`config.mk`:
```
export PLATFORM = sky130hd
export DESIGN_NAME = sample_packer
export DESIGN_NICKNAME = d
export VERILOG_FILES = /design/src/rtl/sample_packer.sv
export SDC_FILE = /design/constraint.sdc
export NUM_CORES = 1
export LEC_CHECK = 0
export CAP_MARGIN = 20
export CORE_MARGIN = 2
export CORE_UTILIZATION = 63
export CTS_BUF_LIST = sky130_fd_sc_hd__clkbuf_16
export DETAILED_ROUTE_END_ITERATION = 6
export DONT_BUFFER_PORTS = 1
export HOLD_SLACK_MARGIN = 0.03
export PLACE_DENSITY = 0.79
export SYNTH_ARGS = -nofsm -noshare
export SYNTH_HDL_FRONTEND = slang
export SYNTH_SLANG_ARGS = --single-unit
```
`constraint.sdc`:
```
create_clock -name fastclk -period 2.75 [get_ports fastclk]
set_clock_uncertainty 0.1 [all_clocks]
set_input_delay 0.4125 -clock fastclk [delete_from_list [all_inputs] [get_ports fastclk]]
set_output_delay 0.4125 -clock fastclk [all_outputs]
set_load 0.01 [all_outputs]
```
`src/rtl/sample_packer.sv`:
```
// Packs SAMPLES ticked samples of sample_in into one wide word and
// offers it through a one-word valid/ready output register.
module sample_packer #(
  parameter int SAMPLE_W = 8,
  parameter int SAMPLES  = 8,
  parameter int DIV_W    = 16
) (
  input  logic                           fastclk,
  input  logic                           reset,
  input  logic                           enable,
  input  logic [DIV_W-1:0]               div_count,
  input  logic [SAMPLE_W-1:0]            sample_in,
  output logic [SAMPLE_W*SAMPLES-1:0]    out,
  output logic                           out_valid,
  input  logic                           out_ready,
  output logic                           overflow,
  output logic [$clog2(SAMPLES+1)-1:0]   fill_level
);

  localparam int WORD_W = SAMPLE_W * SAMPLES;
  localparam int FL_W   = $clog2(SAMPLES + 1);
  localparam logic [FL_W-1:0] LAST = FL_W'(SAMPLES - 1);

  logic [DIV_W-1:0]  div_q, div_d;
  logic [FL_W-1:0]   fill_q, fill_d;
  logic [WORD_W-1:0] buf_q, buf_d;
  logic [WORD_W-1:0] out_q, out_d;
  logic              vld_q, vld_d;
  logic              ovf_q, ovf_d;

  logic              tick;
  logic              done;
  logic              accept;
  logic              load;
  logic [WORD_W-1:0] word;

  always_comb begin
    tick   = enable && (div_q == div_count);
    done   = tick && (fill_q == LAST);
    accept = vld_q && out_ready;
    load   = done && (!vld_q || out_ready);

    // Counter only clears on a match, so a lowered divider wraps first.
    div_d = div_q + DIV_W'(1);
    if (!enable || tick) begin
      div_d = '0;
    end

    word = buf_q;
    word[(SAMPLES-1)*SAMPLE_W +: SAMPLE_W] = sample_in;

    buf_d  = buf_q;
    fill_d = fill_q;
    if (tick) begin
      for (int k = 0; k < SAMPLES; k++) begin
        if (fill_q == FL_W'(k)) begin
          buf_d[k*SAMPLE_W +: SAMPLE_W] = sample_in;
        end
      end
      fill_d = done ? '0 : fill_q + FL_W'(1);
    end

    out_d = load ? word : out_q;

    vld_d = vld_q;
    if (load) begin
      vld_d = 1'b1;
    end else if (accept) begin
      vld_d = 1'b0;
    end

    ovf_d = ovf_q | (done & vld_q & ~out_ready);
  end

  always_ff @(posedge fastclk) begin
    if (reset) begin
      div_q  <= '0;
      fill_q <= '0;
      buf_q  <= '0;
      out_q  <= '0;
      vld_q  <= 1'b0;
      ovf_q  <= 1'b0;
    end else begin
      div_q  <= div_d;
      fill_q <= fill_d;
      buf_q  <= buf_d;
      out_q  <= out_d;
      vld_q  <= vld_d;
      ovf_q  <= ovf_d;
    end
  end

  assign out        = out_q;
  assign out_valid  = vld_q;
  assign overflow   = ovf_q;
  assign fill_level = fill_q;

endmodule

```
==> flow_metrics.tcl, run 1 <==
set metrics [dict create \
    status "completed" \
    rsz0062_at_grt "false" \
    fin_util 0.703 \
    die_area_um2 10000 \
    antenna_cells 0 \
    ys_seq_area_frac 0.490 \
    leakage_nw 2.36 \
    worstPathRequired_ns 2.98 \
    clkLatencyLatePin_ns 0.41 \
    synth-async-reset-ratio 0 \
    fmax_mhz 410 \
    cts.sinks 142 \
    antenna_found_initial 0 \
    wl_met3_um 1100 \
    yosysUniqueCellTypes 30 \
    dp_cells 689 \
    ys_ff_latch 142 \
    synth-warning-count 0 \
    die_width_um 100 \
    synthTopCellsByArea "dfxtp_1 (49%), mux2i_1 (9.7%), nand2b_1 (7.0%)" \
    die_y_um 100 \
    yosysTopAreaCellShare 0.490 \
    power_per_cell_area_nw_per_um2 671 \
    synth_flop_cell "dfxtp_1" \
    synth_common_cells "dfxtp_1 (142), nand3_1 (74), a21oi_1 (68)" \
    crit_arrival_ns 2.67 \
    drv.max_cap_violation_count 0 \
    critPathCaptureType "register" \
    path_class "register to register" \
    setup_viol 0 \
    hold_viol_final 0 \
    dp_slack_ns 0.331 \
    placementRows 35 \
    slew_violations 0 \
    finalCriticalPeriod_ns 2.44 \
    syn2layout_area_growth_pct 10.2 \
    root_buffer "clkbuf_16" \
    grt_pass1_wl_um 21600 \
    gp_congestion 0.824 \
    drt_iter0_drc 216 \
    whs_ns 0.0479 \
    tns_ns 0 \
    ant_nets 0 \
    wl_met1_um 5610 \
    netlist_instances 617 \
    clk_path_buf_depth 2 \
    crit_fanout 36 \
    track_usage 0.275 \
    ir_drop_v 0.000446 \
    relSlewSlack 0.525 \
    core_area_um2 9110 \
    initial_utilization 0.637 \
    hpwlAfterDp_um 8130 \
    routed.top_layer "met4" \
    cts-htree-levels 4 \
    grt_overflow_total 0 \
    portBuffers 0 \
    grt_max_degree 70 \
    yosysTopAreaCell "dfxtp_1" \
    drive_above_1_share 0.0802 \
    cts.clk_slew.worst_paths_ns 0.06 \
    first_pass_iters 5 \
    wl_per_cell_um 18.3 \
    cts_tree "yes" \
    synth-edff-count 0 \
    syn_nets 650 \
    setup_ws_ns 0.313 \
    fin_crit_sh 0.886 \
    stdcell_count 722 \
    hold_path_class "input pin to register" \
    worst_slew_pin_slew_ns 0.709 \
    routed_wl_um 13200 \
    grt_pass1_vias 4343 \
    vias_per_cell 6.08 \
    yosysMostFrequentCell "dfxtp_1" \
    numCtsBuffers 17 \
    start_kind "register" \
    netlist_area_um2 5810 \
    avgSynthCellArea_um2 9.41 \
    vias 4391 \
    fin_nets 631 \
    wl_met2_um 6270 \
    drc 0 \
    ios 98 \
]
-- timing repair --
action,4_1_cts,5_1_grt
hold buffers,1,0
setup buffers,0,0
resized for setup,0,0
endpoints found under the hold margin,69,0
-- area by class of cell --
class | instances | area [µm²]
Fill cell | 676 | 2710
Sequential cell | 142 | 2840
Clock inverter | 15 | 130
Multi-Input combinational cell | 424 | 2750
Timing Repair Buffer | 9 | 100
Tap cell | 111 | 139
Inverter | 4 | 15.0
Clock buffer | 17 | 425
-- routing by layer --
| layer | up-vias | GRT usage |
|---|---|---|
| li1 | 2108 | - |
| met1 | 2096 | 0.348 |
| met2 | 165 | 0.451 |
| met3 | 22 | 0.0710 |
| met4 | 0 | 0.107 |
| met5 | - | 0 |
-- cells in the final DEF (no fill, tap or decap), types with 2 or more instances in the layout --
| cell type | instances |
|---|---|
| nand3_1 | 74 |
| clkinv_2 | 4 |
| nand4_1 | 4 |
| nor2_1 | 19 |
| o21ai_0 | 67 |
| nand2_1 | 6 |
| nand2b_1 | 65 |
| ha_1 | 5 |
| xor2_1 | 26 |
| dfxtp_1 | 142 |
| nor3_1 | 2 |
| buf_4 | 7 |
| clkbuf_16 | 17 |
| nor2b_1 | 2 |
| nor4_2 | 2 |
| bufinv_16 | 2 |
| and4_1 | 5 |
| nor4_1 | 2 |
| clkinvlp_4 | 3 |
| nor2_2 | 3 |
| and3_1 | 2 |
| xnor2_1 | 4 |
| a21oi_1 | 68 |
| clkinv_1 | 4 |
| mux2i_1 | 56 |
| or3_1 | 3 |
| nand4_4 | 4 |
| inv_1 | 5 |
-- power by group --
part           switching (mW)  internal (mW)
clock network           0.847           1.31
registers             0.00215           2.06
logic                  0.0480         0.0297
-- worst max-delay path: stages, from the launching register on --
cell and delay (ns):
dfxtp_1 0.36, xor2_1 0.18, nor4_1 0.51, and4_2 0.48, buf_4 0.40, nand3_1 0.14, a21oi_1 0.17
-- path summary, 6_finish.rpt --
kind              slack, ns  depth (start not counted)          from       to
setup / recovery       0.31                          6      div_q[0]   out[0]
hold / removal         0.05                          2  sample_in[5]  out[61]
setup reg to reg       0.31                          6      div_q[0]   out[0]
hold reg to reg        0.36                          2     buf_q[36]  out[36]
-- sequential cells by signal, indices dropped and copies added (netlist names) --
| register | cells |
|---|---|
| div_q | 16 |
| buf_q | 56 |
| out | 64 |
| overflow | 1 |
| out_valid | 1 |
| fill_level | 4 |
-- cells by family (layout without fill, tap and decap cells) --
logic type,Yosys count,after routing,synth area share
AO/OA/AOI/OAI,136,136,0.117
adder cells (fa/ha/maj),5,5,0.0108
flip-flops,142,142,0.490
XOR/XNOR,30,30,0.0453
multiplexers,57,57,0.0985
buffers and inverters,51,45,0.0386
AND/OR/NAND/NOR,196,196,0.200
-- per-stage QoR --
| stage | total power [mW] | cell area (µm²) |
|---|---|---|
| 2_1_floorplan | 2.17 | 5810 |
| 3_3_place_gp | 2.16 | 5820 |
| 3_5_place_dp | 2.16 | 5820 |
| 4_1_cts | 4.30 | 6400 |
| 5_1_grt | 4.41 | 6400 |
| 6_report | 4.30 | 6400 |
(Power assumes the default switching activity.)
==> run 2, diff against run 1 <==
--- a/config.mk
+++ b/config.mk
@@ -7,12 +7,12 @@
 export LEC_CHECK = 0
 export CAP_MARGIN = 20
 export CORE_MARGIN = 2
-export CORE_UTILIZATION = 63
+export CORE_UTILIZATION = 57
 export CTS_BUF_LIST = sky130_fd_sc_hd__clkbuf_16
 export DETAILED_ROUTE_END_ITERATION = 6
 export DONT_BUFFER_PORTS = 1
 export HOLD_SLACK_MARGIN = 0.03
-export PLACE_DENSITY = 0.79
+export PLACE_DENSITY = 0.75
 export SYNTH_ARGS = -nofsm -noshare
 export SYNTH_HDL_FRONTEND = slang
 export SYNTH_SLANG_ARGS = --single-unit
==> constraint.sdc (replaced) <==
create_clock -name fastclk -period 2.1 [get_ports fastclk]
set_clock_uncertainty 0.1 [all_clocks]
set_input_delay 0.315 -clock fastclk [delete_from_list [all_inputs] [get_ports fastclk]]
set_output_delay 0.315 -clock fastclk [all_outputs]
set_load 0.01 [all_outputs]
==> flow_metrics.tcl, run 2 (synthesis results as in run 1) <==
set metrics [dict create \
    cts-htree-levels 4 \
    root_buffer "clkbuf_16" \
    core_area_um2 9820 \
    first_pass_iters 4 \
    die_area_um2 11000 \
    grt_max_degree 99 \
    ios 98 \
    largest_reg_flops 64 \
    routed_wl_um 15200 \
    antenna_cells 0 \
    critPathCaptureType "register" \
    worst_slew_pin_slew_ns 0.556 \
    drc 0 \
    path_class "register to register" \
    min_path_cells 2 \
    drv.max_cap_violation_count 0 \
    grt_pass1_wl_um 23500 \
    final_common_cell "dfxtp_1" \
    numCtsBuffers 17 \
    cts.clk_slew.worst_paths_ns 0.06 \
    multi_input_area_um2 2830 \
    portBuffers 0 \
    finalPower_mw 5.73 \
    initial_utilization 0.591 \
    status "completed" \
    setup_viol 0 \
    final_area_um2 7250 \
    gp_congestion 0.824 \
    layout_common_cells "dfxtp_1 (137), nand3_1 (74), a21oi_1 (68)" \
    grt_overflow_total 0 \
    wl_per_cell_um 18.9 \
    ant_nets 0 \
    r2r_start "div_q[3]" \
    reg2reg_to "buf_q[17]" \
    grt_pass1_vias 4673 \
    clk_path_buf_depth 2 \
    cts.sinks 142 \
    fin_util 0.739 \
    ir_drop_v 0.000645 \
    r2r_setup_slack_ns 0.05 \
    placementRows 36 \
    fin_crit_sh 0.978 \
    start_kind "register" \
    hold_path_class "input pin to register" \
    finalCriticalPeriod_ns 2.05 \
    rsz0062_at_grt "true" \
    hpwlAfterDp_um 8550 \
    vias_per_cell 5.86 \
    fmax_mhz 487 \
    min_from "reset" \
    track_usage 0.271 \
    clkLatencyLatePin_ns 0.42 \
    post_dp_cell_area_um2 6070 \
    leakage_nw 2.65 \
    nFillCells 717 \
    r2r_cells 6 \
    final-seq-area_um2 2850 \
    min_to "buf_q[35]" \
    slew_violations 0 \
    cts_tree "yes" \
    drt_iter0_drc 326 \
    die_width_um 105 \
    fin_nets 693 \
    whs_ns 0.0457 \
    crit_fanout 8 \
    power_per_cell_area_nw_per_um2 790 \
    relSlewSlack 0.629 \
    worstPathRequired_ns 2.27 \
    drive_above_1_share 0.137 \
    antenna_found_initial 0 \
    vias 4721 \
    hold_viol_final 0 \
    syn2layout_area_growth_pct 24.9 \
    die_y_um 105 \
    crit_arrival_ns 2.22 \
]
## run 2: cell count changes in the layout (fill, tap and decap cells not counted), sizes merged
| cell | before | now |
|---|---|---|
| buf | 9 | 35 |
| dlygate4sd3 | 0 | 33 |
| clkbuf | 17 | 20 |
| inv | 5 | 7 |
| clkinv | 9 | 8 |
| clkinvlp | 3 | 2 |
## run 2: metal layers
metal / vias up / track usage / wire, µm
met5: - / 0 / 0
li1: 2231 / - / -
met3: 20 / 0.0898 / 1140
met1: 2303 / 0.342 / 6260
met4: 0 / 0.0724 / 211
met2: 167 / 0.447 / 7630
## run 2: worst max-delay path: stages, from the launching register on
cell	delay (ns)
dfxtp_4	0.35
xor2_2	0.14
nor4_2	0.36
and4_4	0.33
buf_12	0.14
nand4_4	0.23
mux2i_2	0.24
## run 2: layout make-up
type / instances / share of cell area
clock buffers: 17 / 0.0587
clock inverters: 15 / 0.0200
inverters: 4 / 0.00207
multi-input cells: 424 / 0.390
flip-flops and latches: 142 / 0.393
well taps: 133 / 0.0229
repair buffers: 71 / 0.113
## run 2: report_power, final
group | switching [mW] | total (mW) | internal, mW
Clock | 1.15 | 2.89 | 1.74
Combinational | 0.0847 | 0.143 | 0.0586
Sequential | 0.00144 | 2.70 | 2.69
Total | 1.23 | 5.73 | 4.49
## run 2: how the worst max path moves through the flow
stage,start,to,slack (ns)
floorplan,div_q[0],fill_level[3],0.04
global placement,div_q[11],buf_q[20],0.11
detailed placement,div_q[5],buf_q[51],0.04
CTS,div_q[5],buf_q[35],0.01
global route,div_q[3],buf_q[17],-0.04
finish,div_q[3],buf_q[17],0.05
## run 2: stage by stage
| stage | worst slack (ns) | setup TNS [ns] | instances |
|---|---|---|---|
| 2_1_floorplan | 0.0351 | 0 | 617 |
| 3_3_place_gp | 0.106 | 0 | 729 |
| 3_5_place_dp | 0.0382 | 0 | 729 |
| 4_1_cts | 0.0122 | 0 | 795 |
| 5_1_grt | -0.0427 | -0.0840 | 806 |
| 6_report | 0.0453 | 0 | 806 |
## run 2: what timing repair did
action	CTS	global route
endpoints found under the hold margin	121	0
hold buffers	34	0
setup endpoints to repair	0	103
gates resized for setup	0	24
setup buffers	0	8
==> run 3, diff against run 2 <==
--- a/config.mk
+++ b/config.mk
@@ -6,13 +6,14 @@
 export NUM_CORES = 1
 export LEC_CHECK = 0
 export CAP_MARGIN = 20
-export CORE_MARGIN = 2
+export CORE_MARGIN = 10
 export CORE_UTILIZATION = 57
 export CTS_BUF_LIST = sky130_fd_sc_hd__clkbuf_16
 export DETAILED_ROUTE_END_ITERATION = 6
 export DONT_BUFFER_PORTS = 1
 export HOLD_SLACK_MARGIN = 0.03
 export PLACE_DENSITY = 0.75
+export SKIP_LAST_GASP = 1
 export SYNTH_ARGS = -nofsm -noshare
 export SYNTH_HDL_FRONTEND = slang
 export SYNTH_SLANG_ARGS = --single-unit
==> constraint.sdc (replaced) <==
create_clock -name fastclk -period 2.1 [get_ports fastclk]
set_clock_uncertainty 0.1 [all_clocks]
set_input_delay 0.525 -clock fastclk [delete_from_list [all_inputs] [get_ports fastclk]]
set_output_delay 0.525 -clock fastclk [all_outputs]
set_load 0.01 [all_outputs]
==> flow_metrics.tcl, run 3 (synthesis results as in run 1) <==
set metrics [dict create \
    power_per_cell_area_nw_per_um2 847 \
    hpwlAfterDp_um 9190 \
    largest_reg_flops 64 \
    setup_ws_ns 0.0726 \
    status "completed" \
    finalPower_mw 5.66 \
    drv.max_cap_violation_count 0 \
    rsz0062_at_grt "true" \
    grt_max_degree 137 \
    min_from "reset" \
    vias 4412 \
    drt_iter0_drc 365 \
    hold_viol_final 0 \
    r2r_cells 6 \
    fin_util 0.677 \
    clk_path_buf_depth 2 \
    crit_arrival_ns 2.24 \
    path_class "register to register" \
    final_area_um2 6680 \
    crit_chain "xor2_1 -> nor4_2 -> and4_4 -> buf_12 -> nand4_4 -> mux2i_1" \
    drc 0 \
    antenna_cells 0 \
    ios 98 \
    max_stage_delay_ns 0.36 \
    finalCriticalPeriod_ns 2.03 \
    netSwitchingPower_mw 1.11 \
    p_sw_frac 0.196 \
    grt_pass1_vias 4451 \
    seq_power_share 0.477 \
    layout_common_cells "dfxtp_1 (137), nand3_1 (74), a21oi_1 (68)" \
    tns_ns 0 \
    fmax_mhz 493 \
    stdcell_count 756 \
    min_path_cells 1 \
    ir_drop_v 0.000667 \
    combPwrFrac 0.015 \
    gp_congestion 0.839 \
    track_usage 0.193 \
    cts_tree "yes" \
    portBuffers 0 \
    routed_wl_um 14500 \
    cts-htree-levels 4 \
    core_area_um2 9860 \
    cts.sinks 142 \
    crit_fanout 8 \
    r2r_setup_slack_ns 0.07 \
    antenna_found_initial 0 \
    fin_nets 645 \
    wl_per_cell_um 19.1 \
    reg2reg_to "buf_q[24]" \
    first_pass_iters 5 \
    final_common_cell "dfxtp_1" \
    cts.clk_slew.worst_paths_ns 0.06 \
    crit_slowest_cell "nor4_2" \
    drive_above_1_share 0.109 \
    ant_nets 0 \
    initial_utilization 0.589 \
    multi_input_area_um2 2780 \
    setup_viol 0 \
    die_y_um 121 \
    nFillCells 767 \
    hold_path_class "input pin to register" \
    power_frac_clock 0.508 \
    grt_pass1_wl_um 23000 \
    r2r_start "div_q[8]" \
    dp_slack_ns -0.0652 \
    relSlewSlack 0.644 \
    post_dp_cell_area_um2 6050 \
    die_width_um 121 \
    internal_power_mw 4.55 \
    clkLatencyLatePin_ns 0.40 \
    fin_crit_sh 0.965 \
    whs_ns 0.0864 \
    syn2layout_area_growth_pct 15.1 \
    slew_violations 0 \
    vias_per_cell 5.84 \
    final-seq-area_um2 2850 \
    die_area_um2 14600 \
    worstPathRequired_ns 2.31 \
    placementRows 36 \
    leakage_nw 2.49 \
    critPathCaptureType "register" \
    dp_cells 723 \
    min_to "out[18]" \
    start_kind "register" \
    cts_hold_repair.buffers 0 \
    grt_overflow_total 0 \
    worst_slew_pin_slew_ns 0.534 \
    root_buffer "clkbuf_16" \
    numCtsBuffers 17 \
]
[run 3: final cells by class]
class,count,area share
clock buffers,17,0.0637
clock inverters,13,0.0202
inverters,4,0.00225
multi-input cells,424,0.415
flip-flops and latches,142,0.426
well taps,133,0.0249
repair buffers,23,0.0472
[run 3: critical path, delay by kind of cell (launching register included)]
family / cells / cell delay (ns)
mux: 1 / 0.27
flops: 1 / 0.34
xor+xnor: 1 / 0.18
simple gates: 3 / 0.90
buf+inv: 1 / 0.14
[run 3: how the worst max path moves through the flow]
stage	startpoint	end	cells after the start
floorplan	div_count[3]	fill_level[3]	6
global placement	div_count[3]	buf_q[5]	6
detailed placement	div_count[5]	out[35]	7
CTS	div_q[5]	buf_q[21]	6
global route	div_q[11]	out[49]	7
finish	div_q[8]	buf_q[24]	6
[run 3: power by group through the flow]
stage               registers [mW]  clock network (mW)  logic [mW]
floorplan                     2.76                   0      0.0912
CTS                           2.70                2.88      0.0864
finish                        2.70                2.88      0.0868
detailed placement            2.76                   0      0.0857
global placement              2.76                   0      0.0850
global route                  2.70                3.02      0.0922
[run 3: timing repair]
| action | in CTS | in global routing |
|---|---|---|
| buffers inserted | 0 | 1 |
| setup endpoints to repair | 0 | 96 |
| resized for setup | 0 | 11 |
[run 3: layer usage]
layer | GRT usage | share of wire
met1 | 0.228 | 0.41
met2 | 0.314 | 0.49
met4 | 0.0543 | 0.011
met5 | 0 | 0
met3 | 0.0828 | 0.097
